$ cat src/rtl/rv_pkg.sv
// Shared limits and helpers for the ready/valid register pipe.
// Occupancy width is derived here so the port and the counter agree.
package rv_pkg;

  localparam int RV_MAX_DEPTH = 16;
  localparam int RV_MAX_WIDTH = 64;

  // Bits needed to count 0..depth valid stages.
  function automatic int occ_width(input int depth);
    return $clog2(depth + 1);
  endfunction

endpackage

$ cat src/rtl/rv_stage.sv
// One pipe stage: valid bit plus payload register, zero extra latency.
// Loads when downstream is ready; holds otherwise. Flush clears the valid bit only.
module rv_stage
  import rv_pkg::*;
#(
  parameter int WIDTH = 8
) (
  input  logic             clk,
  input  logic             rst,
  input  logic             flush,
  input  logic             load,
  input  logic             in_v,
  input  logic [WIDTH-1:0] in_d,
  output logic             v,
  output logic [WIDTH-1:0] d
);

  always_ff @(posedge clk or posedge rst) begin
    if (rst) begin
      v <= 1'b0;
    end else if (flush) begin
      v <= 1'b0;
    end else if (load) begin
      v <= in_v;
    end
  end

  // Payload only moves with a valid word, so bubbles do not toggle the register.
  always_ff @(posedge clk or posedge rst) begin
    if (rst) begin
      d <= '0;
    end else if (load && in_v && !flush) begin
      d <= in_d;
    end
  end

endmodule

$ cat src/rtl/rv_pipe.sv
// DEPTH-stage valid/ready register pipe, DEPTH cycles latency, full throughput, combinational ready chain.
// Optional occupancy output built when RV_PIPE_OCC_EN is defined.
module rv_pipe
  import rv_pkg::*;
#(
  parameter int WIDTH = 8,
  parameter int DEPTH = 2
) (
  input  logic             clk,
  input  logic             rst,
  input  logic             flush,
  input  logic             in_valid,
  input  logic [WIDTH-1:0] in_data,
  output logic             in_ready,
  output logic             out_valid,
  output logic [WIDTH-1:0] out_data,
  input  logic             out_ready
`ifdef RV_PIPE_OCC_EN
  ,
  output logic [occ_width(DEPTH)-1:0] occ
`endif
);

  generate
    if (WIDTH < 1 || WIDTH > RV_MAX_WIDTH || DEPTH < 1 || DEPTH > RV_MAX_DEPTH) begin : g_bad_param
      $error("rv_pipe: WIDTH must be 1..%0d and DEPTH 1..%0d", RV_MAX_WIDTH, RV_MAX_DEPTH);
    end
  endgenerate

  logic [DEPTH-1:0] v;
  logic [WIDTH-1:0] d     [DEPTH];
  logic [DEPTH-1:0] rdy;
  logic [DEPTH-1:0] stg_in_v;
  logic [WIDTH-1:0] stg_in_d [DEPTH];

  // A stage can take a word if it is empty or everything after it moves.
  always_comb begin
    logic acc;
    acc = out_ready;
    rdy = '0;
    for (int i = DEPTH - 1; i >= 0; i--) begin
      acc    = ~v[i] | acc;
      rdy[i] = acc;
    end
  end

  genvar i;
  generate
    for (i = 0; i < DEPTH; i++) begin : g_stage
      if (i == 0) begin : g_head
        assign stg_in_v[i] = in_valid;
        assign stg_in_d[i] = in_data;
      end else begin : g_body
        assign stg_in_v[i] = v[i-1];
        assign stg_in_d[i] = d[i-1];
      end

      rv_stage #(
        .WIDTH(WIDTH)
      ) u_stage (
        .clk  (clk),
        .rst  (rst),
        .flush(flush),
        .load (rdy[i]),
        .in_v (stg_in_v[i]),
        .in_d (stg_in_d[i]),
        .v    (v[i]),
        .d    (d[i])
      );
    end
  endgenerate

  assign in_ready  = rdy[0] & ~flush;
  assign out_valid = v[DEPTH-1];
  assign out_data  = d[DEPTH-1];

`ifdef RV_PIPE_OCC_EN
  logic in_xfer;
  logic out_xfer;

  assign in_xfer  = in_valid & in_ready;
  assign out_xfer = out_valid & out_ready;

  always_ff @(posedge clk or posedge rst) begin
    if (rst) begin
      occ <= '0;
    end else if (flush) begin
      occ <= '0;
    end else if (in_xfer && !out_xfer) begin
      occ <= occ + 1'b1;
    end else if (out_xfer && !in_xfer) begin
      occ <= occ - 1'b1;
    end
  end
`endif

endmodule
$ cat config.mk
export PLATFORM = sky130hd
export DESIGN_NAME = rv_pipe
export DESIGN_NICKNAME = d
export VERILOG_FILES = /design/src/rtl/rv_pkg.sv /design/src/rtl/rv_stage.sv /design/src/rtl/rv_pipe.sv
export SDC_FILE = /design/constraint.sdc
export NUM_CORES = 1
export LEC_CHECK = 0
export CORE_AREA = 5 5 47 49
export CTS_BUF_LIST = sky130_fd_sc_hd__clkbuf_4 sky130_fd_sc_hd__clkbuf_8
export DETAILED_ROUTE_END_ITERATION = 8
export DIE_AREA = 0 0 52 54
export PLACE_DENSITY_LB_ADDON = 0.1
export SLEW_MARGIN = 20
export SYNTH_ARGS = -nofsm -noshare
export SYNTH_HDL_FRONTEND = slang
export SYNTH_HIERARCHICAL = 1
export SYNTH_SLANG_ARGS = --single-unit
$ cat constraint.sdc
create_clock -name clk -period 2.9 [get_ports clk]
set_input_delay 0.87 -clock clk [delete_from_list [all_inputs] [get_ports clk]]
set_output_delay 0.87 -clock clk [all_outputs]
set_load 0.02 [all_outputs]
==> results.yml, run 1 <==
pwr:
  comb_power_share: 0.295
  p_sw_mw: 0.1823
  clkPwrFrac: 0.217
  power_density_nw_per_um2: 645.5
  p_total_mw: 0.6776
  p_leak_nw: 0.4931
  vdd_ir_drop_max_v: 0.0004040
  pwr-share-seq: 0.487
  internal-power_mw: 0.4952
  swShare: 0.2691
sta:
  worstMarginPinSlew_ns: 0.3531
  setup_viol: 0
  drv_slew: 0
  fin_crit_ns: 2.812
  clock.fmax_ghz: 0.3556
  rsz0062_at_grt: "no"
  clock_skew_ns: 0.008116
  setup_slack_ns: 0.08779
  relSlewSlack: 0.7644
  post-route-period-util: 0.9697
  hold_viol_final: 0
placed_design:
  pre_cts_ws_ns: -0.1896
  io_buffers: 22
  gp_congestion: 0.6970
  dp_hpwl_mm: 1.009
  place_area_um2: 1015
synthesis:
  ys_seq_area_frac: 0.6040
  ys_warn_count: 6
  ys_types: 8
  yosysMostFrequentCell: "dfrtp_1"
  async_reset_ff_frac: 1.000
  synth_seq_cells: 18
  yosys-top-cells-area: "dfrtp_1 (60%), mux2_2 (24%), nand3b_4 (8.1%)"
  yosysTopAreaCellShare: 0.6040
  synth.avg_cell_area_um2: 16.57
  synth-main-ff-cell: "dfrtp_1"
  synth_common_cells: "dfrtp_1 (18), mux2_2 (16), nand3b_4 (3)"
  syn_area_um2: 745.7
  synth_enable_flop_cells: 0
  syn_inst: 45
  syn_nets: 58
  yosys.area.top_type: "dfrtp_1"
drt:
  avgRoutedWirePerCell_um: 12.55
  drc: 0
  vias: 442
  drt-vias-per-instance: 4.420
  drt-initial-drc-count: 5
  final_antenna_net_count: 0
  wl_mm: 1.255
  firstDrtPassIters: 4
clocking:
  cts.htree.levels: 1
  clkSlewWorstSetupHoldPaths_ns: 0.09
  clockBufferDepth: 2
  cts-resized-gates: 1
  cts_root_buf: "clkbuf_4"
  cts-hold-fix-buffers: 0
  numCtsBuffers: 3
  worstSkewPairLatency_ns: 0.29
  cts_sinks: 18
  cts_tree: "built"
  post_cts_buffers: 0
grt:
  grt_antenna_before_repair: 0
  grt_pass1_wl_mm: 2.187
  grt_max_degree: 11
  grt_pass1_vias: 491
  grt_use_total: 0.1108
  grt-ovfl-total: 0
worst_setup_path:
  end_kind: "output port"
  crit_chain: "clkdlybuf4s50_1 -> nand3b_4 -> nor2b_4 -> dlygate4sd2_1"
  rr_worst_depth: 4
  critPathArrivalTime_ns: 1.94
  max_stage_delay_ns: 0.48
  criticalPathCategory: "input pin to output port"
  start_kind: "input pin"
  path_buf_inv: 2
  cp_data_required_time_ns: 2.03
  cp_slowest_cell: "clkdlybuf4s50_1"
  path_depth: 4
  path_max_fanout: 2
  critPathTopFamily: "buffers and inverters"
min_path:
  hp-class: "flip-flop to flip-flop"
  min_delay_path_depth: 1
die:
  die_y_um: 54
  io_pins: 23
  initial_core_util: 0.4093
  core_um2: 1822
  die-area_um2: 2808
  die_w_um: 52
  rows: 16
finish:
  antenna_cells: 0
  area_delta_synth_final_pct: 40.77
  fin_nets: 87
  fin_util: 0.5762
  fin_area_um2: 1050
  drive_above_1_share: 0.3562
job:
  drv_cap: 0
status:
  status: "complete, no violations"
==> power groups by stage <==
stage	Sequential, mW	Combinational [mW]	Clock [mW]
6_report	0.330	0.200	0.147
5_1_grt	0.338	0.214	0.168
4_1_cts	0.331	0.204	0.153
3_5_place_dp	0.336	0.204	0
3_3_place_gp	0.332	0.200	0
2_1_floorplan	0.373	0.0610	0
==> worst reg2reg max path: stages, from the launching register on <==
cell and delay [ns]:
dfrtp_1 0.49, nand3b_4 0.10, buf_4 0.15, nand3b_4 0.14, mux2_2 0.35
==> routing by layer <==
layer | vias up | global-route usage | share of wire
met5 | - | 0 | 0
met3 | 2 | 0.02493 | 0.053
li1 | 211 | - | -
met4 | 0 | 0.03930 | 0.0064
met1 | 214 | 0.1226 | 0.40
met2 | 15 | 0.2071 | 0.53
==> placed cells by master (no fill, tap or decap) <==
cell | netlist | routed
dlygate4sd2_1 | 0 | 1
buf_4 | 0 | 2
mux2i_1 | 2 | 2
nor2b_4 | 1 | 1
dfrtp_1 | 18 | 18
nand2b_1 | 1 | 1
clkbuf_8 | 0 | 1
clkdlybuf4s50_1 | 0 | 21
inv_1 | 2 | 2
mux2_2 | 16 | 16
nand3b_4 | 3 | 3
clkbuf_4 | 0 | 3
nor2_1 | 2 | 2
==> through the flow <==
stage | hold slack (ns) | instances | TNS (ns)
after global placement | 0.4831 | 96 | -0.1505
final | 0.5072 | 100 | 0
after CTS | 0.5130 | 100 | 0
after detailed placement | 0.4895 | 96 | -0.1896
after floorplan | 0.4749 | 45 | 0
after global routing | 0.5374 | 100 | 0
==> registers in the layout, summed over array words and instances, names as in the netlist <==
register	count
g_stage.u_stage/d	16
g_stage.u_stage/v	2
==> cell families (layout without fill, tap and decap cells) <==
logic type             count (synthesis)  count (layout)  synth area share
multiplexers                          18              18            0.2685
AND/OR/NAND/NOR                        7               7            0.1175
flip-flops                            18              18            0.6040
buffers and inverters                  2              30           0.01007
==> worst paths after layout <==
check / from / to / slack [ns]
hold reg to reg: g_stage[0].u_stage/d[7] / g_stage[0].u_stage/d[7] / 0.51
setup reg to reg: g_stage[0].u_stage/v / g_stage[0].u_stage/d[3] / 1.57
hold / removal: g_stage[0].u_stage/d[7] / g_stage[0].u_stage/d[7] / 0.51
setup / recovery: out_ready / in_ready / 0.09
min in group asynchronous: rst / g_stage[0].u_stage/v / 0.86
max in group asynchronous: rst / g_stage[1].u_stage/d[0] / 1.77
==> final cells by class <==
| class | instances | area, um2 |
|---|---|---|
| inverters | 2 | 7.507 |
| clock buffers | 4 | 36.28 |
| repair buffers | 24 | 234.0 |
| flip-flops and latches | 18 | 450.4 |
| well taps | 27 | 33.78 |
| fillers | 148 | 772.0 |
| multi-input cells | 25 | 287.8 |
No activity file was read; power rests on OpenSTA's default activity.
==> run 2, diff against run 1 <==
--- a/config.mk
+++ b/config.mk
@@ -5,10 +5,11 @@
 export SDC_FILE = /design/constraint.sdc
 export NUM_CORES = 1
 export LEC_CHECK = 0
-export CORE_AREA = 5 5 47 49
+export ABC_AREA = 0
+export CORE_AREA = 5 5 46 48
 export CTS_BUF_LIST = sky130_fd_sc_hd__clkbuf_4 sky130_fd_sc_hd__clkbuf_8
 export DETAILED_ROUTE_END_ITERATION = 8
-export DIE_AREA = 0 0 52 54
+export DIE_AREA = 0 0 51 53
 export PLACE_DENSITY_LB_ADDON = 0.1
 export SLEW_MARGIN = 20
 export SYNTH_ARGS = -nofsm -noshare
==> run 2 against run 1 <==
Effect of this change:
- power is essentially flat
- critical path depth did not move
- design area down 1.2%
- highest routed layer is now met3
==> results.yml, run 2 (synthesis results as in run 1) <==
min_path:
  min_delay_path_depth: 1
  hp-class: "flip-flop to flip-flop"
  min_to: "g_stage[0].u_stage/d[6]"
  min_from: "g_stage[0].u_stage/d[6]"
worst_setup_path:
  criticalPathCategory: "input pin to output port"
  start_kind: "input pin"
  end_kind: "output port"
  cp_slowest_cell: "clkdlybuf4s50_1"
  cp_data_required_time_ns: 2.03
  rr_worst_depth: 4
  timing.rr.end: "g_stage[0].u_stage/d[0]"
  r2r_setup_slack_ns: 1.58
  crit_chain: "clkdlybuf4s50_1 -> nand3b_4 -> nor2b_4 -> dlygate4sd2_1"
  rr_startpoint: "g_stage[0].u_stage/v"
  path_max_fanout: 2
  critPathArrivalTime_ns: 1.92
  max_stage_delay_ns: 0.47
finish:
  largest-register: "g_stage.u_stage/d"
  fin_area_um2: 1037
  mostFrequentLayoutCells: "clkdlybuf4s50_1 (21), dfrtp_1 (18), mux2_2 (16)"
  drive_above_1_share: 0.3562
  largest_reg_flops: 16
  fillers: 143
  antenna_cells: 0
  final_common_cell: "clkdlybuf4s50_1"
  fin_nets: 87
  reg_top3: "g_stage.u_stage/d: 16 flops, g_stage.u_stage/v: 2 flops"
  area_delta_synth_final_pct: 39.09
  final_cells: 90
status:
  status: "complete, no violations"
placed_design:
  place_inst: 86
  dp_hpwl_um: 997.9
  place_area_um2: 1002
  gp_congestion: 0.6562
  io_buffers: 22
  pre_cts_ws_ns: -0.1669
sta:
  rsz0062_at_grt: "no"
  worstMarginPinSlew_ns: 0.3691
  whs_ns: 0.5072
  setup_viol: 0
  setup_slack_ns: 0.1139
  drv_slew: 0
  hold_viol_final: 0
  relSlewSlack: 0.7536
  post-route-period-util: 0.9607
  clock_skew_ns: 0.009429
  fin_crit_ns: 2.786
  clock.fmax_ghz: 0.3589
pwr:
  p_leak_nw: 0.4931
  internal-power_mw: 0.4952
  swShare: 0.2690
  power_density_nw_per_um2: 653.2
  clkPwrFrac: 0.220
  p_sw_mw: 0.1823
  comb_power_share: 0.297
  pwr-share-seq: 0.482
  vdd_ir_drop_max_v: 0.0003631
clocking:
  numCtsBuffers: 3
  cts_root_buf: "clkbuf_4"
  clockBufferDepth: 2
  worstSkewPairLatency_ns: 0.29
  cts_tree: "built"
  cts_sinks: 18
  clkSlewWorstSetupHoldPaths_ns: 0.09
  cts.htree.levels: 1
  post_cts_buffers: 0
grt:
  grt_use_total: 0.1164
  grt_antenna_before_repair: 0
  grt_pass1_vias: 501
  grt-ovfl-total: 0
  grt_pass1_wl_mm: 2.249
  grt_max_degree: 11
die:
  die_w_um: 51
  die-area_um2: 2703
  io_pins: 23
  die_y_um: 53
  core_um2: 1670
  initial_core_util: 0.4464
  rows: 15
drt:
  final_antenna_net_count: 0
  drt-initial-drc-count: 5
  drc: 0
  avgRoutedWirePerCell_um: 13.98
  vias: 455
  firstDrtPassIters: 2
  wl_mm: 1.258
  drt-vias-per-instance: 5.056
job:
  drv_cap: 0
==> run 2: cell counts in the layout (fill, tap and decap cells not counted) <==
No cell type changed its count.
==> run 2: critical path, delay by kind of cell <==
| kind | cells | cell delay [ns] |
|---|---|---|
| buf+inv | 2 | 0.80 |
| simple gates | 2 | 0.25 |
==> run 2: per-layer routing <==
metal	track usage	vias up	share of wire
met5	0	-	0
met3	0.02254	0	0.056
met4	0.06726	0	0
met2	0.2124	13	0.55
met1	0.1243	225	0.39
li1	-	217	-
==> run 2: per-stage QoR <==
stage               total power [mW]  TNS (ns)  utilization
floorplan                     0.4337         0            -
global placement              0.5330   -0.1483       0.6000
detailed placement            0.5387   -0.1669       0.6000
CTS                           0.6911         0       0.6210
global route                  0.7241         0       0.6210
finish                        0.6775         0       0.6210
==> run 2: timing repair <==
item	4_1_cts	5_1_grt
hold buffers	0	0
resized for setup	1	0
hold endpoints to repair	0	0
endpoints found under the setup margin	1	0
==> run 2: how the worst max path moves through the flow <==
stage	from	to	cells past startpoint
floorplan	out_ready	in_ready	2
global placement	out_ready	in_ready	4
detailed placement	out_ready	in_ready	4
CTS	out_ready	in_ready	4
global route	out_ready	in_ready	4
finish	out_ready	in_ready	4
==> run 2: layout make-up <==
type / count / area [um2] / area share
Clock buffer: 4 / 36.28 / 0.03498
Inverter: 2 / 7.507 / 0.007238
Multi-Input combinational cell: 25 / 287.8 / 0.2774
Sequential cell: 18 / 450.4 / 0.4343
Tap cell: 17 / 21.27 / 0.02051
Timing Repair Buffer: 24 / 234.0 / 0.2256
==> run 2: power groups by stage <==
stage                     clock network (mW)  registers, mW  logic [mW]
final                                  0.149          0.327       0.202
after global routing                   0.176          0.334       0.215
after CTS                              0.158          0.328       0.205
after detailed placement                   0          0.334       0.205
after global placement                     0          0.332       0.201
after floorplan                            0          0.373      0.0610
